### src/rtl/e203_ifu_jalr_seq_pkg.sv
// Shared types and default widths for the IFU next-PC predictor.
// Optional x1 fast path: define E203_IFU_JALR_X1_FAST_EN.
package e203_ifu_jalr_seq_pkg;

    localparam int PC_W_DEF    = 32;
    localparam int XLEN_DEF    = 32;
    localparam int RFIDX_W_DEF = 5;

    typedef enum logic [1:0] {
        ST_IDLE     = 2'd0,
        ST_RS1_WAIT = 2'd1,
        ST_RS1_READ = 2'd2
    } jalr_state_e;

    // True when a register index names the given architectural register.
    function automatic logic f_idx_is(input logic [RFIDX_W_DEF-1:0] idx,
                                      input logic [RFIDX_W_DEF-1:0] n);
        return (idx == n);
    endfunction

endpackage

### src/rtl/e203_ifu_jalr_dep.sv
// RAW-hazard and read-port-contention check for the JALR base register.
// Purely combinational; shared by the x1 fast path and the xN sequencer.
module e203_ifu_jalr_dep
    import e203_ifu_jalr_seq_pkg::*;
#(
    parameter int RFIDX_W = RFIDX_W_DEF
) (
    input  logic [RFIDX_W-1:0] idx,
    input  logic               oitf_empty,
    input  logic               ir_valid,
    input  logic               ir_rden,
    input  logic [RFIDX_W-1:0] ir_rdidx,
    input  logic               ir_rs1en,
    output logic               dep,
    output logic               busy
);

    logic w_ir_wr_hit;

    // An in-flight long-pipe write may target any register, so it is always a hazard.
    always_comb begin
        w_ir_wr_hit = ir_valid & ir_rden & (ir_rdidx == idx);
        dep         = (~oitf_empty) | w_ir_wr_hit;
        busy        = ir_valid & ir_rs1en;
    end

endmodule

### src/rtl/e203_ifu_jalr_seq.sv
// IFU next-PC predictor: static JAL/JALR/Bxx prediction and JALR rs1 sequencing.
// Optional x1 fast path: define E203_IFU_JALR_X1_FAST_EN.
module e203_ifu_jalr_seq
    import e203_ifu_jalr_seq_pkg::*;
#(
    parameter int PC_W    = PC_W_DEF,
    parameter int XLEN    = XLEN_DEF,
    parameter int RFIDX_W = RFIDX_W_DEF
) (
    input  logic               clk,
    input  logic               rst_n,
    input  logic               flush,
    input  logic [PC_W-1:0]    pc,
    input  logic               dec_i_valid,
    input  logic               dec_jal,
    input  logic               dec_jalr,
    input  logic               dec_bxx,
    input  logic [XLEN-1:0]    dec_bjp_imm,
    input  logic [RFIDX_W-1:0] dec_jalr_rs1idx,
    input  logic               oitf_empty,
    input  logic               ir_valid,
    input  logic               ir_rs1en,
    input  logic               ir_rden,
    input  logic [RFIDX_W-1:0] ir_rdidx,
    input  logic [XLEN-1:0]    rf2bpu_x1,
    input  logic [XLEN-1:0]    rf2bpu_rs1,
    output logic               bpu2rf_rs1_ena,
    output logic               bpu_wait,
    output logic               prdt_taken,
    output logic [PC_W-1:0]    prdt_pc
);

`ifdef E203_IFU_JALR_X1_FAST_EN
    localparam logic X1_FAST = 1'b1;
`else
    localparam logic X1_FAST = 1'b0;
`endif

    jalr_state_e r_state;

    logic            w_dep;
    logic            w_busy;
    logic            w_hold;
    logic            w_is_x0;
    logic            w_is_x1;
    logic            w_x1_path;
    logic            w_dec_v;
    logic            w_jalr_v;
    logic            w_fsm_jalr;
    logic            w_can_issue;
    logic [PC_W-1:0] w_op1;

    e203_ifu_jalr_dep #(
        .RFIDX_W (RFIDX_W)
    ) u_dep (
        .idx        (dec_jalr_rs1idx),
        .oitf_empty (oitf_empty),
        .ir_valid   (ir_valid),
        .ir_rden    (ir_rden),
        .ir_rdidx   (ir_rdidx),
        .ir_rs1en   (ir_rs1en),
        .dep        (w_dep),
        .busy       (w_busy)
    );

    // Classify the decoded instruction; rst_n gates everything so outputs idle at 0 in reset.
    always_comb begin
        w_dec_v     = rst_n & dec_i_valid;
        w_jalr_v    = w_dec_v & dec_jalr;
        w_is_x0     = (dec_jalr_rs1idx == {RFIDX_W{1'b0}});
        w_is_x1     = (dec_jalr_rs1idx == RFIDX_W'(1));
        w_x1_path   = X1_FAST & w_is_x1;
        w_fsm_jalr  = w_jalr_v & ~w_is_x0 & ~w_x1_path;
        w_hold      = w_dep | w_busy;
        w_can_issue = (r_state == ST_IDLE) || (r_state == ST_RS1_WAIT);
    end

    // Read-port claim and fetch stall; flush silences both in its own cycle.
    always_comb begin
        bpu2rf_rs1_ena = w_fsm_jalr & ~flush & ~w_hold & w_can_issue;
        if (!w_jalr_v || flush) begin
            bpu_wait = 1'b0;
        end else if (w_is_x0) begin
            bpu_wait = 1'b0;
        end else if (w_x1_path) begin
            bpu_wait = w_dep;
        end else begin
            bpu_wait = (r_state != ST_RS1_READ);
        end
    end

    // Target operand select and adder; the immediate's upper bits drop out mod 2^PC_W.
    always_comb begin
        if (!w_jalr_v) begin
            w_op1 = pc;
        end else if (w_is_x0) begin
            w_op1 = {PC_W{1'b0}};
        end else if (w_x1_path) begin
            w_op1 = rf2bpu_x1[PC_W-1:0];
        end else begin
            w_op1 = rf2bpu_rs1[PC_W-1:0];
        end
        prdt_taken = w_dec_v & (dec_jal | dec_jalr | (dec_bxx & dec_bjp_imm[XLEN-1]));
        if (w_dec_v) begin
            prdt_pc = w_op1 + dec_bjp_imm[PC_W-1:0];
        end else begin
            prdt_pc = {PC_W{1'b0}};
        end
    end

    // JALR xN sequencer; any abandonment (reset, flush, decode drop) returns to IDLE.
    always_ff @(posedge clk) begin
        if (!rst_n) begin
            r_state <= ST_IDLE;
        end else if (flush || !w_fsm_jalr) begin
            r_state <= ST_IDLE;
        end else begin
            case (r_state)
                ST_IDLE: begin
                    if (w_hold) begin
                        r_state <= ST_RS1_WAIT;
                    end else begin
                        r_state <= ST_RS1_READ;
                    end
                end
                ST_RS1_WAIT: begin
                    if (w_hold) begin
                        r_state <= ST_RS1_WAIT;
                    end else begin
                        r_state <= ST_RS1_READ;
                    end
                end
                ST_RS1_READ: r_state <= ST_IDLE;
                default:     r_state <= ST_IDLE;
            endcase
        end
    end

endmodule

### config.mk
export PLATFORM = sky130hd
export DESIGN_NAME = e203_ifu_jalr_seq
export DESIGN_NICKNAME = d
export VERILOG_FILES = /design/src/rtl/e203_ifu_jalr_seq_pkg.sv /design/src/rtl/e203_ifu_jalr_dep.sv /design/src/rtl/e203_ifu_jalr_seq.sv
export SDC_FILE = /design/constraint.sdc
export NUM_CORES = 1
export LEC_CHECK = 0
export CAP_MARGIN = 20
export CORE_ASPECT_RATIO = 1.2
export CORE_UTILIZATION = 36
export CTS_CLUSTER_DIAMETER = 150
export DETAILED_ROUTE_END_ITERATION = 8
export PLACE_DENSITY_LB_ADDON = 0.1
export SYNTH_ARGS = -nofsm -noshare
export SYNTH_HDL_FRONTEND = slang
export SYNTH_SLANG_ARGS = --single-unit
### constraint.sdc
create_clock -name clk -period 5.28 [get_ports clk]
set_input_delay 1.056 -clock clk [delete_from_list [all_inputs] [get_ports clk]]
set_output_delay 1.056 -clock clk [all_outputs]
set_load 0.005 [all_outputs]
==> summary.txt, run 1 <==
STA
  – Max-Slew Margin vs Limit: 0.624
  – Total of endpoints with negative setup slack in the final report: 0
  – Final Slew Violations: 0
  – Final cycle utilization of the critical path: 0.980
  – Worst-Margin Slew: 0.562 ns
  – Worst slack on hold paths: 0.473 ns
  – Post-layout minimum cycle time: 5.17 ns
  – Endpoints failing hold: 0
  – Worst Clk Skew: 0.00600 ns
  – Setup TNS: 0 ns
  – Maximum achievable frequency: 193 MHz

Routing
  – Routed Wire Length: 11.4 mm
  – Total DRC errors in the routed layout: 0
  – First drt pass iteration count: 4
  – WL/cell: 16.1 um
  – Per-cell via count in the routed design: 5.63
  – Via count: 3992
  – Iter 0 DRT Violations: 162
  – Residual antenna-violating net count after detailed routing: 0

Setup path
  – Crit path launch type: input pin
  – Crit Path Category: input pin to output pin
  – Peak fanout along the critical path: 6
  – Critical path's most frequent cell: sky130_fd_sc_hd__buf_4
  – Kind of end point of the critical path: output pin
  – Data arrival, critical path: 4.12 ns
  – Biggest cell delay along the critical path: 0.53 ns
  – CP max stage cell: sky130_fd_sc_hd__clkdlybuf4s50_1
  – Cell-by-cell trace of the critical path: buf_2 > nor3_4 > a21oi_4 > bufbuf_16 > buf_4 > a22o_4 > ha_4 > a21oi_1 > nor2b_1 > nor3_2 > buf_4 > buf_4 > o211ai_1 > nand2_1 > xor2_1 > nor2_1 > clkdlybuf4s50_1
  – Required time reported for the critical path endpoint: 4.22 ns

Logic synthesis
  – Cell variety after synth: 50
  – Yosys warning count: 0
  – Register bit total from synthesis: 2
  – Largest cells by area after synthesis: sky130_fd_sc_hd__ha_1 (19%), sky130_fd_sc_hd__a22o_1 (11%), sky130_fd_sc_hd__a21oi_1 (6.4%)
  – Share of Yosys cell area claimed by the top area cell type: 0.190
  – Top post-synthesis cells by count: sky130_fd_sc_hd__nor2_1 (42), sky130_fd_sc_hd__ha_1 (38), sky130_fd_sc_hd__a21oi_1 (32), sky130_fd_sc_hd__a22o_1 (31), sky130_fd_sc_hd__nand2_1 (23)
  – Post-synth ARST share: 0
  – Cell taking the most area after synthesis: sky130_fd_sc_hd__ha_1
  – Mapped Area: 0.00250 mm^2
  – Avg Inst Size Synth: 6.92 um^2
  – Syn Inst Count: 361
  – Top-count cell post-synth: sky130_fd_sc_hd__nor2_1
  – EDFF count, synth: 0
  – Ys flop type: sky130_fd_sc_hd__dfxtp_1
  – Synth Net Count: 549
  – Sequential-to-total area share from yosys stat: 0.0160

Die
  – Die Outline Area: 0.00728 mm^2
  – Overall die height: 93.3 um
  – Top-level I/O count: 184
  – Die width: 78.1 um
  – Initial core utilization: 0.381
  – Row cnt: 32
  – Core region area: 0.00657 mm^2

Global route
  – Pin count of the biggest net entering global routing: 16
  – GRT Overall Usage: 0.305
  – Number of global-route vias before repair: 3993
  – Overflow after GRT: 0
  – Wire length of the first global-routing pass: 18.0 mm
  – Number of antenna violations at the first check in global routing: 0

Finish
  – Register ranked first by flip-flop count: r_state
  – Post-Layout Cell Count: 709
  – Largest registers: r_state (2)
  – Area growth from synthesis to layout: 117%
  – Max reg flops: 2
  – Number of antenna diodes: 0
  – Share of final-layout standard cells stronger than drive strength 1: 0.313
  – Net count, final: 814
  – Fin area: 0.00543 mm^2
  – Layout fillers: 439

Clocking
  – Post-CTS clock slew at the launch and capture registers of the worst setup and hold paths: 0.03 ns
  – Clock root buffer master: sky130_fd_sc_hd__clkbuf_8
  – # H-tree levels: 1
  – Inserted Clock Buffers: 3
  – Maximum clock path buffer count: 2
  – Clock tree from TritonCTS: built
  – Sink count of the clock tree: 2
  – Clock Latency Late Sink: 0.22 ns
  – Number of buffers inserted for hold repair after clock tree synthesis: 0

Placed design
  – DPL Wire Length: 8.58 mm
  – Count of input and output buffers: 151
  – Weighted congestion reported at the end of routability-driven placement: 0.968
  – Number of cells after detailed placement: 691
  – Placed Instance Area: 0.00490 mm^2

Power
  – Worst voltage drop across the vdd grid: 0.102 mV
  – Power density over the cells: 136 mW/mm^2
  – Sw Share: 0.411
  – Switching component of the power: 0.000304 W
  – Reported leakage power: 2.45 nW
  – Portion of total power attributed to sequential cells: 0.021
  – Clock group share of total power: 0.086
  – Combinational group share of total power: 0.893
  – Power, Total: 0.000741 W
  – Internal Pwr Total: 0.000436 W

Worst hold path
  – Path type of the worst min-delay path: register to register

Flow run
  – Max-cap violations: 0

Outcome
  – Status: finished, final reports clean
-- cell type report --
type | count | area, um^2 | share of cell area
clock buffers | 3 | 41.3 | 0.00760
repair buffers | 276 | 2430 | 0.447
inverters | 9 | 33.8 | 0.00622
flip-flops and latches | 2 | 40.0 | 0.00737
well taps | 85 | 106 | 0.0196
multi-input cells | 334 | 2780 | 0.513
-- layer usage --
layer	up-vias	track usage	wire length, um
li1	1909	-	-
met1	1878	0.326	4410
met2	175	0.613	6250
met3	30	0.0302	494
met4	0	0.0988	291
met5	-	0	0
-- worst paths after layout --
kind / to / slack [ns] / cells past startpoint / start
hold / removal: r_state[1] / 0.47 / 1 / r_state[1]
setup / recovery: prdt_pc[9] / 0.11 / 17 / dec_jalr_rs1idx[2]
hold reg to reg: r_state[1] / 0.47 / 1 / r_state[1]
setup reg to reg: r_state[0] / 4.59 / 1 / r_state[1]
-- cell usage in the layout (no fill, tap or decap), drive strengths merged, types with 11 or more instances in the layout --
cell,synthesis,final
o21ai,17,17
a21o,14,14
a22o,31,31
a21oi,32,32
nor2,42,42
xor2,16,16
clkdlybuf4s50,0,129
nand2,23,23
ha,38,38
xnor2,11,11
buf,0,128
-- power groups by stage --
stage,clock network [W],logic [W],registers (W)
global placement,0,0.000565,0.0000158
global route,0.0000655,0.000711,0.0000157
CTS,0.0000646,0.000636,0.0000157
finish,0.0000633,0.000662,0.0000157
floorplan,0,0.000266,0.0000158
detailed placement,0,0.000579,0.0000158
-- kinds of logic (layout without fill, tap and decap cells) --
kind of cell,count (synthesis),in the layout,synth area share
xor gates and xnor gates,27,27,0.0946
AOI/OAI and AO/OA,137,137,0.384
and+or+nand+nor,127,127,0.253
DFF,2,2,0.0160
muxes,4,4,0.0160
adders and majority gates,39,39,0.198
buffers and inverters,25,288,0.0376
-- per-stage QoR --
step / utilization / setup WS [ns]
after detailed placement: 0.746 / -0.675
after global placement: 0.746 / -0.620
after CTS: 0.821 / -0.0771
after global routing: 0.827 / -0.0318
after floorplan: - / 0.194
final: 0.827 / 0.106
-- critical path: cells and delay by family --
family	cells	cell delay, ns
XOR/XNOR	1	0.14
buffers and inverters	6	1.34
AND/OR/NAND/NOR	5	0.70
AO/OA/AOI/OAI	4	0.61
adder cells (fa/ha/maj)	1	0.27
-- repair_timing --
item                                    CTS  global route
hold endpoints to repair                  0             0
gates resized for setup                  86            30
endpoints found under the setup margin   27            23
cloned                                    1             0
buffers inserted                         14             1
pin swaps                                27            19
Note: power is estimated with default switching activity, not from simulation.
==> inputs of run 2 (changes only) <==
--- a/config.mk
+++ b/config.mk
@@ -7,10 +7,11 @@
 export LEC_CHECK = 0
 export CAP_MARGIN = 20
 export CORE_ASPECT_RATIO = 1.2
-export CORE_UTILIZATION = 36
+export CORE_UTILIZATION = 35
 export CTS_CLUSTER_DIAMETER = 150
 export DETAILED_ROUTE_END_ITERATION = 8
 export PLACE_DENSITY_LB_ADDON = 0.1
 export SYNTH_ARGS = -nofsm -noshare
 export SYNTH_HDL_FRONTEND = slang
+export SYNTH_HIERARCHICAL = 1
 export SYNTH_SLANG_ARGS = --single-unit
==> summary.txt, run 2 <==
Outcome
  – Status: finished, final reports clean (unchanged)

STA
  – Endpoints failing hold: 0 (unchanged)
  – Unrepaired setup endpoints after global routing: true
  – Final Slew Violations: 0 (unchanged)
  – Final cycle utilization of the critical path: 0.985 (was 0.980)
  – Setup ws final: 0.0798 ns (was 0.106 ns)
  – Maximum achievable frequency: 192 MHz (was 193 MHz)
  – Max-Slew Margin vs Limit: 0.672 (was 0.624)
  – Post-layout minimum cycle time: 5.20 ns (was 5.17 ns)
  – Worst-Margin Slew: 0.490 ns (was 0.562 ns)
  – Worst Clk Skew: 0.00231 ns (was 0.00600 ns)
  – Total of endpoints with negative setup slack in the final report: 0 (unchanged)

Logic synthesis
  – Xor/xnor cell area share of the yosys netlist: 0.125 (was 0.0946)
  – Share of Yosys cell area claimed by the top area cell type: 0.199 (was 0.190)
  – Sequential-to-total area share from yosys stat: 0.0167 (was 0.0160)
  – Compound-cell area share of the yosys netlist: 0.394 (was 0.384)
  – Area share of fa/ha/maj cells after synthesis: 0.207 (was 0.198)
  – EDFF count, synth: 0 (unchanged)
  – Ys flop type: sky130_fd_sc_hd__dfxtp_1 (unchanged)
  – Synth Net Count: 524 (was 549)
  – Top post-synthesis cells by count: sky130_fd_sc_hd__ha_1 (38), sky130_fd_sc_hd__nor2_1 (37), sky130_fd_sc_hd__a21oi_1 (34), sky130_fd_sc_hd__a22o_1 (31), sky130_fd_sc_hd__nand2_1 (21) (was sky130_fd_sc_hd__nor2_1 (42), sky130_fd_sc_hd__ha_1 (38), sky130_fd_sc_hd__a21oi_1 (32), sky130_fd_sc_hd__a22o_1 (31), sky130_fd_sc_hd__nand2_1 (23))
  – Mapped Area: 0.00239 mm^2 (was 0.00250 mm^2)
  – Cell variety after synth: 50 (unchanged)
  – Post-synth ARST share: 0 (unchanged)
  – Top-count cell post-synth: sky130_fd_sc_hd__ha_1 (was sky130_fd_sc_hd__nor2_1)
  – Avg Inst Size Synth: 7.12 um^2 (was 6.92 um^2)
  – Register bit total from synthesis: 2 (unchanged)
  – Yosys warning count: 6 (was 0)
  – Cell taking the most area after synthesis: sky130_fd_sc_hd__ha_1 (unchanged)
  – Syn Inst Count: 336 (was 361)
  – Simple-gate area share of the yosys netlist: 0.216 (was 0.253)
  – Dominant combinational cell family by area after synthesis: compound AO/OA/AOI/OAI gates (unchanged)
  – Share of cell area taken by muxes after synthesis: 0.00419 (was 0.0160)
  – Largest cells by area after synthesis: sky130_fd_sc_hd__ha_1 (20%), sky130_fd_sc_hd__a22o_1 (11%), sky130_fd_sc_hd__a21oi_1 (7.1%) (was sky130_fd_sc_hd__ha_1 (19%), sky130_fd_sc_hd__a22o_1 (11%), sky130_fd_sc_hd__a21oi_1 (6.4%))

Setup path
  – CP max stage cell: sky130_fd_sc_hd__fa_2 (was sky130_fd_sc_hd__clkdlybuf4s50_1)
  – Required time reported for the critical path endpoint: 4.22 ns (about the same)
  – Crit Path Category: input pin to output pin (unchanged)
  – Kind of cell adding the most delay to the critical path: compound AO/OA/AOI/OAI gates (was buffers and inverters)
  – Reg2reg path depth: 1 (unchanged)
  – Biggest cell delay along the critical path: 0.38 ns (was 0.53 ns)
  – Buffers plus inverters on the worst setup path: 6 (unchanged)
  – Cell-by-cell trace of the critical path: buf_8 > nor3_4 > a21oi_4 > buf_6 > a22o_1 > ha_2 > fa_2 > nand3_4 > a2111oi_4 > nor3_2 > buf_4 > a31oi_4 > o41ai_2 > buf_4 > buf_6 > o21ai_4 > xnor2_1 > nor2_1 > buf_2 (was buf_2 > nor3_4 > a21oi_4 > bufbuf_16 > buf_4 > a22o_4 > ha_4 > a21oi_1 > nor2b_1 > nor3_2 > buf_4 > buf_4 > o211ai_1 > nand2_1 > xor2_1 > nor2_1 > clkdlybuf4s50_1)
  – Peak fanout along the critical path: 3 (was 6)
  – Critical Path Stages: 19 (was 17)
  – Kind of end point of the critical path: output pin (unchanged)
  – Crit path launch type: input pin (unchanged)
  – Data arrival, critical path: 4.14 ns (was 4.12 ns)

Die
  – Die Outline Area: 0.00717 mm^2 (was 0.00728 mm^2)
  – Core region area: 0.00653 mm^2 (was 0.00657 mm^2)
  – Die width: 77.5 um (was 78.1 um)
  – Row cnt: 32 (unchanged)
  – Overall die height: 92.5 um (was 93.3 um)
  – Top-level I/O count: 184 (unchanged)
  – Initial core utilization: 0.366 (was 0.381)

Clocking
  – Inserted Clock Buffers: 3 (unchanged)
  – Maximum clock path buffer count: 2 (unchanged)
  – Clock root buffer master: sky130_fd_sc_hd__clkbuf_8 (unchanged)
  – Clock Latency Late Sink: 0.21 ns (was 0.22 ns)
  – Clock tree from TritonCTS: built (unchanged)
  – Post-CTS clock slew at the launch and capture registers of the worst setup and hold paths: 0.03 ns (about the same)
  – Sink count of the clock tree: 2 (unchanged)
  – # H-tree levels: 1 (unchanged)

Finish
  – Layout fillers: 512 (was 439)
  – Commonest non-fill, non-tap cells in the layout: sky130_fd_sc_hd__clkdlybuf4s50_1 (130), sky130_fd_sc_hd__buf_4 (101), sky130_fd_sc_hd__nor2_1 (35), sky130_fd_sc_hd__ha_1 (35), sky130_fd_sc_hd__a22o_1 (30) (was sky130_fd_sc_hd__clkdlybuf4s50_1 (129), sky130_fd_sc_hd__buf_4 (121), sky130_fd_sc_hd__nor2_1 (40))
  – Register ranked first by flip-flop count: r_state (unchanged)
  – Post-Layout Cell Count: 665 (was 709)
  – Largest registers: r_state (2) (unchanged)
  – Most common cell after layout, fill and taps aside: sky130_fd_sc_hd__clkdlybuf4s50_1 (unchanged)
  – Area growth from synthesis to layout: 108% (was 117%)
  – Post-layout utilization of the core: 0.764 (was 0.827)
  – Fin area: 0.00498 mm^2 (was 0.00543 mm^2)
  – Number of antenna diodes: 0 (unchanged)
  – Share of final-layout standard cells stronger than drive strength 1: 0.286 (was 0.313)
  – Net count, final: 770 (was 814)
  – Max reg flops: 2 (unchanged)

Placed design
  – Placed Instance Area: 0.00459 mm^2 (was 0.00490 mm^2)
  – Number of cells after detailed placement: 642 (was 691)
  – DPL Wire Length: 7.80 mm (was 8.58 mm)
  – Count of input and output buffers: 151 (unchanged)
  – Placement-stage worst setup slack: -0.726 ns (was -0.675 ns)
  – Weighted congestion reported at the end of routability-driven placement: 0.933 (was 0.968)

Global route
  – Number of global-route vias before repair: 3715 (was 3993)
  – Pin count of the biggest net entering global routing: 20 (was 16)
  – GRT Overall Usage: 0.276 (was 0.305)
  – Overflow after GRT: 0 (unchanged)
  – Wire length of the first global-routing pass: 16.1 mm (was 18.0 mm)
  – Number of antenna violations at the first check in global routing: 0 (unchanged)

Worst hold path
  – Number of cells traversed by the worst hold path: 1 (unchanged)
  – Path type of the worst min-delay path: register to register (unchanged)

Power
  – Worst voltage drop across the vdd grid: 0.101 mV (was 0.102 mV)
  – Reported leakage power: 2.27 nW (was 2.45 nW)
  – Power, Total: 0.000700 W (was 0.000741 W)
  – Power density over the cells: 140 mW/mm^2 (was 136 mW/mm^2)

Routing
  – Total DRC errors in the routed layout: 0 (unchanged)
  – Via count: 3579 (was 3992)
  – WL/cell: 15.3 um (was 16.1 um)
  – First drt pass iteration count: 4 (unchanged)
  – Iter 0 DRT Violations: 77 (was 162)
  – Routed Wire Length: 10.2 mm (was 11.4 mm)
  – Residual antenna-violating net count after detailed routing: 0 (unchanged)
  – Per-cell via count in the routed design: 5.38 (was 5.63)

Flow run
  – Max-cap violations: 0 (unchanged)
==> run 2: cell types whose count changed after synthesis, sizes merged, moves of 3 or more <==
cell | previous run | this run
nor3 | 10 | 6
a21oi | 32 | 35
nor2 | 42 | 37
o21a | 6 | 1
xnor2 | 11 | 19
mux2i | 4 | 1
o31ai | 3 | 0
nor4b | 3 | 0
and3 | 10 | 4
a21o | 14 | 20
a31oi | 10 | 3
==> run 2: layout make-up <==
| class | count | area [um^2] | share of cell area |
|---|---|---|---|
| sequential | 2 | 40.0 | 0.00803 |
| clock buffer | 3 | 41.3 | 0.00829 |
| tap | 85 | 106 | 0.0213 |
| inverter | 7 | 26.3 | 0.00527 |
| timing repair buffer | 256 | 2260 | 0.453 |
| multi-input combinational | 312 | 2510 | 0.504 |
==> run 2: through the flow <==
stage          setup TNS, ns  hold slack, ns
2_1_floorplan              0           0.447
4_1_cts              -0.0446           0.483
5_1_grt               -0.308           0.506
3_3_place_gp           -8.05           0.462
6_report                   0           0.485
3_5_place_dp           -8.89           0.480
==> run 2: layer usage <==
layer  GRT usage  share of wire  up-vias
met3      0.0384          0.046       34
met4      0.0991          0.035        0
li1            -              -     1765
met5           0              0        -
met1       0.270           0.37     1651
met2       0.572           0.55      129
==> run 2: what timing repair did <==
item | in CTS | in global routing
endpoints found under the hold margin | 0 | 0
cloned | 1 | 0
pin swaps | 28 | 22
setup buffers | 16 | 3
hold buffers | 0 | 0
resized for setup | 65 | 51
endpoints found under the setup margin | 23 | 20
==> run 2: logic make-up (layout without fill, tap and decap cells) <==
group,after synthesis,count (layout)
compound gates,132,132
xor+xnor,34,34
fa+ha+maj,39,39
buf+inv,22,266
flops,2,2
mux,1,1
simple gates,106,106
==> run 2: final timing paths <==
kind	to	from	slack, ns
max	prdt_pc[26]	dec_jalr_rs1idx[1]	0.08
min	r_state[1]	r_state[1]	0.49
max reg2reg	r_state[1]	r_state[1]	4.63
min reg2reg	r_state[1]	r_state[1]	0.49
==> run 2: power by group <==
part	switching (W)	internal, W	total, W	leakage (nW)
registers	0.000000139	0.0000155	0.0000156	0.0162
logic	0.000269	0.000356	0.000625	2.23
clock network	0.0000116	0.0000482	0.0000597	0.0216
